===== src/rtl/vga_fetch_ctrl.sv =====
// Frame-buffer fetch controller: bus-master reads of the 1 bpp bitmap into a word FIFO,
// serialised into bytes for the display, restarting at base_addr on every vsync.
module vga_fetch_ctrl #(
  parameter int unsigned ADDR_WIDTH  = 30,
  parameter int unsigned FIFO_LOG2   = 4,
  parameter int unsigned FRAME_WORDS = 9600
) (
  input  logic                  clk,
  input  logic                  reset,
  input  logic                  enable,
  input  logic [ADDR_WIDTH-1:0] base_addr,
  input  logic                  vga_vsync,
  output logic                  bus_req,
  output logic [ADDR_WIDTH-1:0] bus_addr,
  input  logic                  bus_ack,
  input  logic [31:0]           bus_data,
  input  logic                  rd,
  output logic [7:0]            disp_data,
  output logic                  underrun,
  output logic [FIFO_LOG2:0]    fifo_level
);

  localparam int unsigned DEPTH = 1 << FIFO_LOG2;
  localparam int unsigned LVL_W = FIFO_LOG2 + 1;
  localparam int unsigned CNT_W = $clog2(FRAME_WORDS + 1);

  typedef enum logic [1:0] {IDLE, REQ, DRAIN, DONE} state_t;

  state_t                state_q, state_d;
  logic                  vs_meta, vs_sync, vs_prev;
  logic                  frame_start;
  logic [ADDR_WIDTH-1:0] addr_q;
  logic [CNT_W-1:0]      fetched_q;
  logic                  frame_done, has_room;
  logic                  push, pop, reload, req_d, addr_load;
  logic                  fifo_empty, rd_ok, underrun_d;
  logic [FIFO_LOG2-1:0]  wr_ptr, rd_ptr;
  logic [1:0]            lane;
  logic [31:0]           mem [DEPTH];
  logic [31:0]           head;

  // vsync synchroniser; flops idle high so reset never looks like a frame start
  always_ff @(posedge clk or posedge reset) begin
    if (reset) begin
      vs_meta <= 1'b1;
      vs_sync <= 1'b1;
      vs_prev <= 1'b1;
    end else begin
      vs_meta <= vga_vsync;
      vs_sync <= vs_meta;
      vs_prev <= vs_sync;
    end
  end

  assign frame_start = vs_prev & ~vs_sync;
  assign frame_done  = (fetched_q == CNT_W'(FRAME_WORDS));
  assign has_room    = (fifo_level < LVL_W'(DEPTH));
  assign fifo_empty  = (fifo_level == '0);

  always_ff @(posedge clk or posedge reset) begin
    if (reset) state_q <= IDLE;
    else       state_q <= state_d;
  end

  always_comb begin
    state_d = state_q;
    case (state_q)
      IDLE: begin
        if (frame_start)              state_d = IDLE;
        else if (frame_done)          state_d = DONE;
        else if (enable && has_room)  state_d = REQ;
      end
      REQ: begin
        if (frame_start)              state_d = bus_ack ? IDLE : DRAIN;
        else if (bus_ack)             state_d = IDLE;
      end
      DRAIN: if (bus_ack)             state_d = IDLE;
      DONE:  if (frame_start)         state_d = IDLE;
      default:                        state_d = IDLE;
    endcase
  end

  // DRAIN re-applies the reload when its abandoned bus cycle finally completes
  always_comb begin
    push      = 1'b0;
    reload    = frame_start;
    addr_load = 1'b0;
    case (state_q)
      IDLE:    addr_load = (state_d == REQ);
      REQ:     push      = bus_ack & ~frame_start;
      DRAIN:   reload    = frame_start | bus_ack;
      default: ;
    endcase
    req_d = (state_d == REQ) || (state_d == DRAIN);
  end

  always_ff @(posedge clk or posedge reset) begin
    if (reset) begin
      bus_req  <= 1'b0;
      bus_addr <= '0;
    end else begin
      bus_req <= req_d;
      if (addr_load) bus_addr <= addr_q;
    end
  end

  always_ff @(posedge clk or posedge reset) begin
    if (reset) begin
      addr_q    <= '0;
      fetched_q <= '0;
    end else if (reload) begin
      addr_q    <= base_addr;
      fetched_q <= '0;
    end else if (push) begin
      addr_q    <= addr_q + ADDR_WIDTH'(1);
      fetched_q <= fetched_q + CNT_W'(1);
    end
  end

  // Byte serialiser: a flush in the same cycle swallows the rd
  assign rd_ok      = rd & ~fifo_empty & ~reload;
  assign pop        = rd_ok & (lane == 2'd3);
  assign underrun_d = rd & fifo_empty & ~reload;

  always_ff @(posedge clk) begin
    if (push) mem[wr_ptr] <= bus_data;
  end

  always_ff @(posedge clk or posedge reset) begin
    if (reset) begin
      wr_ptr     <= '0;
      rd_ptr     <= '0;
      lane       <= 2'd0;
      fifo_level <= '0;
      underrun   <= 1'b0;
    end else begin
      underrun <= underrun_d;
      if (reload) begin
        wr_ptr     <= '0;
        rd_ptr     <= '0;
        lane       <= 2'd0;
        fifo_level <= '0;
      end else begin
        if (push)  wr_ptr <= wr_ptr + FIFO_LOG2'(1);
        if (pop)   rd_ptr <= rd_ptr + FIFO_LOG2'(1);
        if (rd_ok) lane   <= lane + 2'd1;
        if (push && !pop)      fifo_level <= fifo_level + LVL_W'(1);
        else if (pop && !push) fifo_level <= fifo_level - LVL_W'(1);
      end
    end
  end

  assign head      = mem[rd_ptr];
  assign disp_data = fifo_empty ? 8'h00 : head[{lane, 3'b000} +: 8];

endmodule


===== config.mk =====
export PLATFORM = sky130hd
export DESIGN_NAME = vga_fetch_ctrl
export DESIGN_NICKNAME = d
export VERILOG_FILES = /design/src/rtl/vga_fetch_ctrl.sv
export SDC_FILE = /design/constraint.sdc
export NUM_CORES = 1
export LEC_CHECK = 0
export CAP_MARGIN = 20
export CORE_UTILIZATION = 40
export DETAILED_ROUTE_END_ITERATION = 10
export PLACE_DENSITY = 0.67
export SLEW_MARGIN = 20
export SYNTH_ARGS = -nofsm -noshare
export SYNTH_HDL_FRONTEND = slang
export SYNTH_SLANG_ARGS = --single-unit

===== constraint.sdc =====
create_clock -name clk -period 5.15 [get_ports clk]
set_clock_uncertainty 0.15 [all_clocks]
set_input_delay 0.7725 -clock clk [delete_from_list [all_inputs] [get_ports clk]]
set_output_delay 0.7725 -clock clk [all_outputs]
set_load 0.01 [all_outputs]

Word-level counts from Yosys, hierarchy flattened --
Memory sizes are Yosys's and may differ from the RTL's. Index checks and enable logic that the tools add are counted.
Operators by class: $add $sub $neg 7, $lt $le $gt $ge 1, eq/ne operators 7, shift operators 1, mux-type cells 27, bitwise gates (word level) 12, reductions and logical operators 12
Operators with widths (number):
- 2-to-1 mux 30 bit | 2
- variable part select 32 x 6 -> 8 bit | 1
- adder 30 x 1 -> 30 bit, second input constant | 1
- 2-to-1 mux 14 bit | 2
- 2-to-1 mux 2 bit | 9
- 2-to-1 mux 4 bit | 4
- 2-to-1 mux 5 bit | 3
- adder 14 x 1 -> 14 bit, second input constant | 1
- == test 14 bit, second input constant | 1
- adder 4 x 1 -> 4 bit, second input constant | 2
- == test 2 bit, second input constant | 4
- 2-to-1 mux 8 bit | 1
- one-hot mux 2 bit (4 select lines) | 1
- bitwise AND 1 bit | 7
- nonzero test 2 bit | 3
- adder 5 x 1 -> 5 bit, second input constant | 1
- zero test 5 bit | 1
- < comparator 5 bit, second input constant | 1
- 2-to-1 mux 1 bit | 5
- subtractor 5 x 1 -> 5 bit, second input constant | 1
- == test 2 x 1 -> 1 bit, second input constant | 2
- inverter 1 bit | 4
- logical AND 1 bit | 3
- nonzero test 3 bit | 1
- 5 further kinds | 6
Word-level totals: flip-flop bits (word level) 96, RAM bits 512, input bits 68, output and inout port bits 45, memories 1
Memory list:
- mem | depth 16, width 32, read ports 1, clocked after Yosys merged registers in 0, write ports 1, line 39 | logic [31:0] mem [DEPTH];

Longest topological paths before layout --
Gate-level depths: netlist of the first run.
depth in word-level cells 11, gate-level depth with buffers 11, mapped depth without buffers 11

Worst setup path before layout of the first run --
OpenSTA, ideal clock, no wires.
path type input port to flip-flop, start input bus_ack, end memory mem[10][0], enable pin, setup time 0.392 ns, arrival 2.582 ns, setup slack 2.026 ns, cell stages on the path 6, cells stage by stage buf_2 > and3b_1 > buf_4 > nand2_1 > nor3b_1 > and2_1
Between the ends: word-level cells in the longest chain between the ends 4
RTL lines:
- from (decl) | line 15 | input logic bus_ack,
- bitwise AND 1 bit | line 90 | REQ: push = bus_ack & ~frame_start;
- 2-to-1 mux 1 bit | line 88 | case (state_q)
- 2-to-1 mux 1 bit | line 126 | if (push) mem[wr_ptr] <= bus_data;
- 2-to-1 mux 1 bit (not written as such) | line 126
- to (decl) | line 39
Every way passes these cells.

Final worst setup path of the first run --
start register rd_ptr[1], end output disp_data[1]
Between the ends: word-level cells in the longest chain between the ends 3
RTL lines:
- from (decl) | line 37 | logic [FIFO_LOG2-1:0] wr_ptr, rd_ptr;
- from (signal assigned) | line 145 | if (pop) rd_ptr <= rd_ptr + FIFO_LOG2'(1);
- memory (16 x 32 bit)
- variable part select 32 x 6 -> 8 bit | line 154 | assign disp_data = fifo_empty ? 8'h00 : head[{lane, 3'b000} +: 8];
- 2-to-1 mux 8 bit | line 154
- to (decl) | line 18 | output logic [7:0] disp_data,
Every way passes these cells.

==> results of run 1 <==
==> flip-flops by register name, summed over array words and instances (netlist names) <==
signal      count
rd_ptr          4
vs_meta         1
lane            2
bus_req         1
vs_prev         1
wr_ptr          4
underrun        1
fifo_level      5
bus_addr       30
vs_sync         1
state_q         2
fetched_q      14
mem           512
addr_q         30
==> routing by layer <==
| metal | part of all wire, % | routed length, um | GRT usage [%] | vias to the layer above |
|---|---|---|---|---|
| met1 | 44 | 24280 | 25.60 | 6718 |
| met5 | 0.056 | 31 | 0 | - |
| met3 | 7.2 | 4025 | 3.682 | 94 |
| met4 | 2.4 | 1333 | 5.608 | 4 |
| li1 | - | - | - | 5544 |
| met2 | 47 | 25980 | 28.17 | 496 |
==> final timing paths <==
check / from / end / slack [ps] / depth (start not counted)
max: rd_ptr[1] / disp_data[1] / 400 / 6
max reg2reg: lane[0] / fifo_level[4] / 1660 / 12
max in group asynchronous: reset / bus_addr[9] / 3390 / 3
min reg2reg: vs_meta / vs_sync / 210 / 0
min: vs_meta / vs_sync / 210 / 0
min in group asynchronous: reset / fetched_q[13] / 530 / 2
==> Yosys cell counts (12+ instances only) <==
master	count	share of area, %
xor2_1	34	1.2
inv_1	15	0.23
mux2_2	36	1.7
dfrtp_1	93	9.5
buf_4	13	0.40
edfxtp_1	512	63
and2_1	13	0.33
mux4_2	128	12
ha_1	14	0.71
nand4_1	19	0.48
clkbuf_1	21	0.32
nor2_1	40	0.61
o22ai_1	13	0.33
xnor2_1	12	0.43
mux2i_1	42	1.7
nand2_1	75	1.1
o21ai_0	27	0.55
buf_2	17	0.35
a21oi_1	21	0.43
nand3_1	27	0.55
==> kinds of logic after synthesis <==
group	synth area share [%]
DFF	72.47
and+or+nand+nor	5.314
xor gates and xnor gates	1.642
buffers and inverters	1.815
muxes	15.11
AOI/OAI and AO/OA	2.851
adders and majority gates	0.7955
==> report_power, final <==
part | internal (mW) | switching, mW
clock network | 2.33 | 1.82
logic | 0.838 | 0.927
registers | 5.64 | 0.306
total | 8.81 | 3.05
==> worst max-delay path, stage by stage, from the launching register on <==
cell and delay (ps):
dfrtp_4 920, buf_12 310, mux4_2 230, nor2_1 40, a2111oi_0 780, a22o_1 260, clkdlybuf4s50_1 640
==> per-stage QoR <==
stage / hold WS (ps) / total power [mW] / worst slack [ps]
6_report: 207.0 / 11.86 / 397.0
5_1_grt: 210.8 / 12.31 / 268.9
4_1_cts: 209.2 / 11.93 / 370.1
3_5_place_dp: 200.7 / 7.805 / 1036
3_3_place_gp: 200.8 / 7.772 / 1019
2_1_floorplan: 195.2 / 6.917 / 1727
==> final cells by class <==
cell class	instances	share of cell area [%]
Sequential cell	608	62.32
Multi-Input combinational cell	621	22.20
Clock buffer	84	5.644
Timing Repair Buffer	156	5.390
Tap cell	782	3.427
Clock inverter	22	0.8195
Inverter	15	0.2060
==> metrics.md, run 1 <==
| Metric | Value |
|---|---|
| Post-synth EDFFs | 512 |
| # Post-CTS Setup Buffers | 0 |
| # setup viols final | 0 |
| Fin util | 47.22% |
| Final nets | 1545 |
| Static leakage | 9.185 nW |
| Final hold violations | 0 |
| Flops & latches, synth | 608 |
| Power Density | 415.5 nW/um^2 |
| Tightest Hold Check Type | reg -> reg |
| Pin count of the biggest net entering global routing | 61 |
| CTS Buf Count | 60 |
| Layout cell share with drive strength beyond 1 | 21.25% |
| Sequential cell area | 17790 um^2 |
| First DRT Iteration DRCs | 1151 |
| Tot GR Track Use | 18.08% |
| Cell count after placement | 2182 |
| Status | complete, no violations |
| Initial core utilization | 40.58% |
| Worst Setup Start Kind | register |
| Wirelength per Cell | 24.32 um |
| Drt drc | 0 |
| Global-route wire length before repair | 84.40 mm |
| H-Tree Depth | 2 |
| Via density | 5.619 |
| Max Cap Viol | 0 |
| Multi-input gate area | 6337 um^2 |
| Syn Nets | 1390 |
| Vias in the first global route | 13040 |
| Area of the core | 60470 um^2 |
| Period utilization | 92.29% |
| Clock Tree Buf Depth | 3 |
| Relative slew slack | 37.77% |
| Number of core rows | 90 |
| Commonest non-fill, non-tap cell in the layout | edfxtp_1 |
| Post-Syn Area | 24540 um^2 |
| CTS tree | built |
| DIE AREA | 62340 um^2 |
| Leading cell types in the layout, fill and taps excluded | edfxtp_1, mux4_2, clkdlybuf4s50_1 |
| # clock sinks | 608 |
| Initial antenna violation count | 2 |
| Max FO, Critical Path | 41 |
| Routed via count | 12860 |
| CTS clk-pin slew, worst paths | 60 ps |
| Post-DP Area | 26710 um^2 |
| CTS-repair resized insts | 0 |
| Fin area | 28550 um^2 |
| Yosys warns | 0 |
| Sequential area share after synthesis | 72.47% |
| Synthesized area per cell | 18.77 um^2 |
| Gpl congestion | 0.8261 |
| Peak VDD IR | 374.7 uV |
| Count of cell types in the netlist | 61 |
| Slew Viols, Final | 0 |
| WS Path Type | reg -> out |
| Finished Layout Cells | 2288 |
| Worst setup EP type | output port |
| I/O Buffers | 112 |
| Synth-to-layout area growth | 16.36% |
| Die H | 249.7 um |
| Predominant post-synthesis flop cell | edfxtp_1 |
| Worst-Skew Late Latency | 630 ps |
| Clock Tree Root | clkbuf_16 |
| Routed Antenna Nets | 0 |
| Width of the die | 249.7 um |
| Grt ovf | 0 |
| Detail Placement HPWL | 33.48 mm |
| Drt total wl | 55.65 mm |
| Fill count | 4973 |
| Synth Instances | 1307 |
| Final setup TNS | 0 ps |
| Ys async rst share | 15.79% |
| Minimum clock period | 4753 ps |
| Worst EP required | 4230 ps |
| Worst EP arrival | 3830 ps |
| 1st-pass router iterations | 7 |
| RSZ-0062 raised after global routing | no |
| Slew at the pin with the worst max-slew slack | 910.0 ps |
| I/O pins | 113 |
| Fmax | 210.4 MHz |
| # diodes | 0 |
| Hold Buf Count CTS | 0 |
Power figures use the tool's default switching activity.
==> run 2, diff against run 1 <==
- SLEW_MARGIN: 20 -> default
==> results of run 2 <==
No change in the layout: final DEF, timing and power equal those of run 1.
